## src/rtl/ov7670_vga_frame_reader.sv

```systemverilog
// VGA-side reader of the OV7670 320x240 RGB565 frame buffer: 640x480 timing,
// 2x2 pixel replication, RGB444 output with all sideband signals aligned to the pixel data.
module ov7670_vga_frame_reader #(
   parameter int H_VISIBLE   = 640,
   parameter int H_FP        = 16,
   parameter int H_SYNC      = 96,
   parameter int H_BP        = 48,
   parameter int V_VISIBLE   = 480,
   parameter int V_FP        = 10,
   parameter int V_SYNC      = 2,
   parameter int V_BP        = 33,
   parameter int MEM_LATENCY = 1
) (
   input  logic        pclk,
   input  logic        reset,
   output logic        oe,
   output logic [16:0] rAddr,
   input  logic [15:0] rData,
   output logic        h_sync,
   output logic        v_sync,
   output logic        de,
   output logic [9:0]  x_pixel,
   output logic [9:0]  y_pixel,
   output logic [3:0]  red,
   output logic [3:0]  green,
   output logic [3:0]  blue,
   output logic        frame_start
);

   localparam int PIPE = 2 + MEM_LATENCY;

   localparam logic [9:0] H_LAST = 10'(H_VISIBLE + H_FP + H_SYNC + H_BP - 1);
   localparam logic [9:0] V_LAST = 10'(V_VISIBLE + V_FP + V_SYNC + V_BP - 1);
   localparam logic [9:0] H_VIS  = 10'(H_VISIBLE);
   localparam logic [9:0] V_VIS  = 10'(V_VISIBLE);
   localparam logic [9:0] HS_BEG = 10'(H_VISIBLE + H_FP);
   localparam logic [9:0] HS_END = 10'(H_VISIBLE + H_FP + H_SYNC);
   localparam logic [9:0] VS_BEG = 10'(V_VISIBLE + V_FP);
   localparam logic [9:0] VS_END = 10'(V_VISIBLE + V_FP + V_SYNC);

   function automatic logic [11:0] rgb565_to_444(input logic [15:0] px);
      return {px[15:12], px[10:7], px[4:1]};
   endfunction

   logic [9:0]            h_cnt_p0_q, h_cnt_p0_d;
   logic [9:0]            v_cnt_p0_q, v_cnt_p0_d;
   logic                  vis_p0, hs_p0, vs_p0, fs_p0;
   logic [16:0]           row_p0;
   logic                  oe_p1_q, oe_p1_d;
   logic [16:0]           raddr_p1_q, raddr_p1_d;
   logic [PIPE-1:0]       vis_sr_q, vis_sr_d;
   logic [PIPE-1:0]       hs_sr_q, hs_sr_d;
   logic [PIPE-1:0]       vs_sr_q, vs_sr_d;
   logic [PIPE-1:0]       fs_sr_q, fs_sr_d;
   logic [PIPE-1:0][9:0]  x_sr_q, x_sr_d;
   logic [PIPE-1:0][9:0]  y_sr_q, y_sr_d;
   logic [11:0]           rgb_q, rgb_d;

   always_comb begin
      // Stage 0: raw counters and their decode
      h_cnt_p0_d = (h_cnt_p0_q == H_LAST) ? 10'd0 : h_cnt_p0_q + 10'd1;
      v_cnt_p0_d = v_cnt_p0_q;
      if (h_cnt_p0_q == H_LAST)
         v_cnt_p0_d = (v_cnt_p0_q == V_LAST) ? 10'd0 : v_cnt_p0_q + 10'd1;

      vis_p0 = (h_cnt_p0_q < H_VIS) && (v_cnt_p0_q < V_VIS);
      hs_p0  = !((h_cnt_p0_q >= HS_BEG) && (h_cnt_p0_q < HS_END));
      vs_p0  = !((v_cnt_p0_q >= VS_BEG) && (v_cnt_p0_q < VS_END));
      fs_p0  = (h_cnt_p0_q == 10'd0) && (v_cnt_p0_q == 10'd0);

      // Stage 1: buffer address, row*320 built from two shifts
      row_p0     = {8'd0, v_cnt_p0_q[9:1]};
      oe_p1_d    = vis_p0;
      raddr_p1_d = vis_p0 ? (row_p0 << 8) + (row_p0 << 6) + {8'd0, h_cnt_p0_q[9:1]} : 17'd0;

      vis_sr_d = {vis_sr_q[PIPE-2:0], vis_p0};
      hs_sr_d  = {hs_sr_q[PIPE-2:0], hs_p0};
      vs_sr_d  = {vs_sr_q[PIPE-2:0], vs_p0};
      fs_sr_d  = {fs_sr_q[PIPE-2:0], fs_p0};
      x_sr_d   = {x_sr_q[PIPE-2:0], h_cnt_p0_q};
      y_sr_d   = {y_sr_q[PIPE-2:0], v_cnt_p0_q};

      // Output stage: rData arrives while the matching de sits one slot before the output
      rgb_d = vis_sr_q[PIPE-2] ? rgb565_to_444(rData) : 12'd0;
   end

   always_ff @(posedge pclk or posedge reset) begin
      if (reset) begin
         h_cnt_p0_q <= '0;
         v_cnt_p0_q <= '0;
         oe_p1_q    <= 1'b0;
         raddr_p1_q <= '0;
         vis_sr_q   <= '0;
         hs_sr_q    <= '1;
         vs_sr_q    <= '1;
         fs_sr_q    <= '0;
         x_sr_q     <= '0;
         y_sr_q     <= '0;
         rgb_q      <= '0;
      end else begin
         h_cnt_p0_q <= h_cnt_p0_d;
         v_cnt_p0_q <= v_cnt_p0_d;
         oe_p1_q    <= oe_p1_d;
         raddr_p1_q <= raddr_p1_d;
         vis_sr_q   <= vis_sr_d;
         hs_sr_q    <= hs_sr_d;
         vs_sr_q    <= vs_sr_d;
         fs_sr_q    <= fs_sr_d;
         x_sr_q     <= x_sr_d;
         y_sr_q     <= y_sr_d;
         rgb_q      <= rgb_d;
      end
   end

   assign oe          = oe_p1_q;
   assign rAddr       = raddr_p1_q;
   assign h_sync      = hs_sr_q[PIPE-1];
   assign v_sync      = vs_sr_q[PIPE-1];
   assign de          = vis_sr_q[PIPE-1];
   assign frame_start = fs_sr_q[PIPE-1];
   assign x_pixel     = x_sr_q[PIPE-1];
   assign y_pixel     = y_sr_q[PIPE-1];
   assign red         = rgb_q[11:8];
   assign green       = rgb_q[7:4];
   assign blue        = rgb_q[3:0];

endmodule

```

## config.mk

```make
export PLATFORM = sky130hd
export DESIGN_NAME = ov7670_vga_frame_reader
export DESIGN_NICKNAME = d
export VERILOG_FILES = /design/src/rtl/ov7670_vga_frame_reader.sv
export SDC_FILE = /design/constraint.sdc
export NUM_CORES = 1
export LEC_CHECK = 0
export CORE_UTILIZATION = 56
export CTS_CLUSTER_SIZE = 20
export DETAILED_ROUTE_END_ITERATION = 8
export PLACE_DENSITY = 0.83
export SLEW_MARGIN = 15
export SYNTH_ARGS = -nofsm -noshare
export SYNTH_HDL_FRONTEND = slang
export SYNTH_SLANG_ARGS = --single-unit
```

## constraint.sdc

```tcl
create_clock -name pclk -period 6.6 [get_ports pclk]
set_input_delay 1.32 -clock pclk [delete_from_list [all_inputs] [get_ports pclk]]
set_output_delay 1.32 -clock pclk [all_outputs]
set_load 0.005 [all_outputs]
```

==> impl_metrics.env <==
export IMPL_synth_distinct_cells=49
export IMPL_yosysWarnings=0
export IMPL_start_kind="register"
export IMPL_nFillCells=411
export IMPL_path_clk_slew_ns=0.06
export IMPL_antenna_left=0
export IMPL_crit_path_cell_trace="clkdlybuf4s50_1"
export IMPL_dieWidth_um=90.2
export IMPL_cp_slowest_stage_delay_ns=0.52
export IMPL_area_growth_pct=31.3
export IMPL_critPathBufInv=1
export IMPL_drt_iter0_drc=167
export IMPL_vias=2758
export IMPL_syn_avg_cell_area_um2=14.0
export IMPL_synth_commonest_cells="dfrtp_1 (115), ha_1 (21), and2_1 (20), nand2_1 (20)"
export IMPL_routedWlPerCell_um=18.1
export IMPL_post_cts_buffers=0
export IMPL_hold_viol=0
export IMPL_synth_top_area_cell="dfrtp_1"
export IMPL_num_rows=31
export IMPL_cts_tree="built"
export IMPL_synth_ff_type="dfrtp_1"
export IMPL_tns_ns=0
export IMPL_drv_slew=0
export IMPL_synth_most_common_cell="dfrtp_1"
export IMPL_post_route_min_period_ns=2.85
export IMPL_cp_arrival_ns=1.53
export IMPL_synth_seq_cells=121
export IMPL_synth_area_top_cells="dfrtp_1 (66%), ha_1 (6.0%), dfstp_2 (3.6%)"
export IMPL_end_kind="primary output"
export IMPL_via_per_inst=5.49
export IMPL_core_area_um2=7370
export IMPL_power_density_nw_per_um2=298
export IMPL_io_buffers=67
export IMPL_fin_crit_sh_pct=43.2
export IMPL_grt_overflow=0
export IMPL_ctsResizeCount=0
export IMPL_cp_max_fo=1
export IMPL_hold_start="y_sr_d[27]"
export IMPL_worst_clock_skew_ns=0.00939
export IMPL_worst_ir_drop_vdd_uv=179
export IMPL_multi_input_area_um2=1230
export IMPL_cts_hold_buf=0
export IMPL_syn_area_um2=4360
export IMPL_power_mw=1.71
export IMPL_grtUsageTotal_pct=25.6
export IMPL_hold_path_end="y_pixel[7]"
export IMPL_die_h_um=90.2
export IMPL_place_ws_ns=3.50
export IMPL_synth_nets=352
export IMPL_first_global_vias=2988
export IMPL_grt_pass1_wl_um=15500
export IMPL_max_freq_mhz=351
export IMPL_dpl_hpwl_um=4750
export IMPL_start_util_pct=59.2
export IMPL_place_congestion=0.840
export IMPL_slew_headroom_pct=45.6
export IMPL_antenna_found_initial=0
export IMPL_r2r_start="v_cnt_p0_q[1]"
export IMPL_synth_edf_count=0
export IMPL_dieArea_um2=8140
export IMPL_drive_gt1_share_pct=11.7
export IMPL_rr_worst_depth=8
export IMPL_worst_pin_slew_ns=0.815
export IMPL_diodes=0
export IMPL_rsz0062_at_grt="false"
export IMPL_crit_type="reg -> out"
export IMPL_finalSetupViolCount=0
export IMPL_insertion_delay_ns=0.51
export IMPL_slowest_stage="dfstp_2"
export IMPL_cts_buffers=17
export IMPL_status="completed"
export IMPL_drv_cap=0
export IMPL_drc=0
export IMPL_p_leak_nw=2.70
export IMPL_rrSetupSlack_ns=3.76
export IMPL_async_flop_share_pct=100
export IMPL_timing_rr_end="rAddr[15]"
export IMPL_dr_pass1_iters=4
export IMPL_synth_seq_area_share_pct=69.6
export IMPL_worst_hold_path_type="reg -> reg"
export IMPL_htreeDepth=4
export IMPL_clk_path_buf_depth=2
export IMPL_cts_root_buf="clkbuf_8"
export IMPL_ios=72
export IMPL_synthCells=311
export IMPL_nets=431
export IMPL_cts_sinks=121
export IMPL_cp_data_required_time_ns=5.28
export IMPL_grt_max_degree=71
export IMPL_seqCellArea_um2=3040
export IMPL_worstHoldPathCells=0
export IMPL_synth_top_cell_area_share_pct=66.0
export IMPL_setup_ws_ns=3.75
export IMPL_cp_top_family="flip-flops"
export IMPL_drt_wl_total_um=9100
## power breakdown
part | total, mW | switching [mW] | leakage [nW] | internal, mW
clock | 0.926 | 0.320 | 0.292 | 0.606
sequential | 0.748 | 0.00117 | 1.55 | 0.746
combinational | 0.0330 | 0.0178 | 0.856 | 0.0152
## logic make-up after synthesis
group,share of synthesized area [%]
xor+xnor,2.61
compound gates,4.94
buf+inv,2.21
fa+ha+maj,6.95
simple gates,12.7
mux,0.947
flops,69.6
## sequential cells by signal, indices dropped and copies added, names as in the netlist, 10 cells and up
| signal | cells |
|---|---|
| y_pixel | 10 |
| v_cnt_p0_q | 10 |
| x_pixel | 10 |
| h_cnt_p0_q | 10 |
| rAddr | 17 |
| rgb_q | 12 |
| x_sr_d | 20 |
| y_sr_d | 20 |
## metrics by stage
step | instance area [um^2] | hold WS [ns] | std cells | utilization, %
after global routing | 5720 | 0.350 | 502 | 77.6
after global placement | 5120 | 0.332 | 470 | 69.4
after detailed placement | 5120 | 0.335 | 470 | 69.4
final | 5720 | 0.344 | 502 | 77.6
after floorplan | 4360 | 0.331 | 311 | -
after CTS | 5720 | 0.347 | 502 | 77.6
## how the worst max path moves through the flow
stage / startpoint / endpoint / cells after the start
after floorplan: reset / fs_sr_q[0] / 1
after global placement: reset / x_sr_d[27] / 3
after detailed placement: reset / x_sr_d[29] / 3
after CTS: hs_sr_q[2] / h_sync / 1
after global routing: v_cnt_p0_q[1] / rAddr[15] / 8
final: hs_sr_q[2] / h_sync / 1
## cell usage in the layout, fill, tap and decap left out, drive strengths merged, types with 3 or more instances in the layout
master           n
nor4             8
o21ai           10
a211oi           3
nor2b            3
clkinv           5
nand2b           4
nor2             9
nor3             8
xnor2            6
dfrtp          115
nand3           13
inv             13
clkdlybuf4s50   67
clkbuf          22
nand2           20
bufinv           3
xor2             7
ha              21
dfstp            6
and2            20
nand4            3
mux2i            3
a21oi            5
## per-layer routing
metal	global-route usage (%)	wire [um]
met1	31.6	3650
met2	42.4	4760
met3	8.29	519
met4	9.41	164
met5	0	0
## layout make-up
class,count,area share [%]
flip-flops and latches,121,53.1
multi-input cells,169,21.5
repair buffers,68,11.9
clock buffers,22,8.09
clock inverters,10,2.47
well taps,99,2.16
inverters,13,0.918
Note: power is estimated with default switching activity, not from simulation.
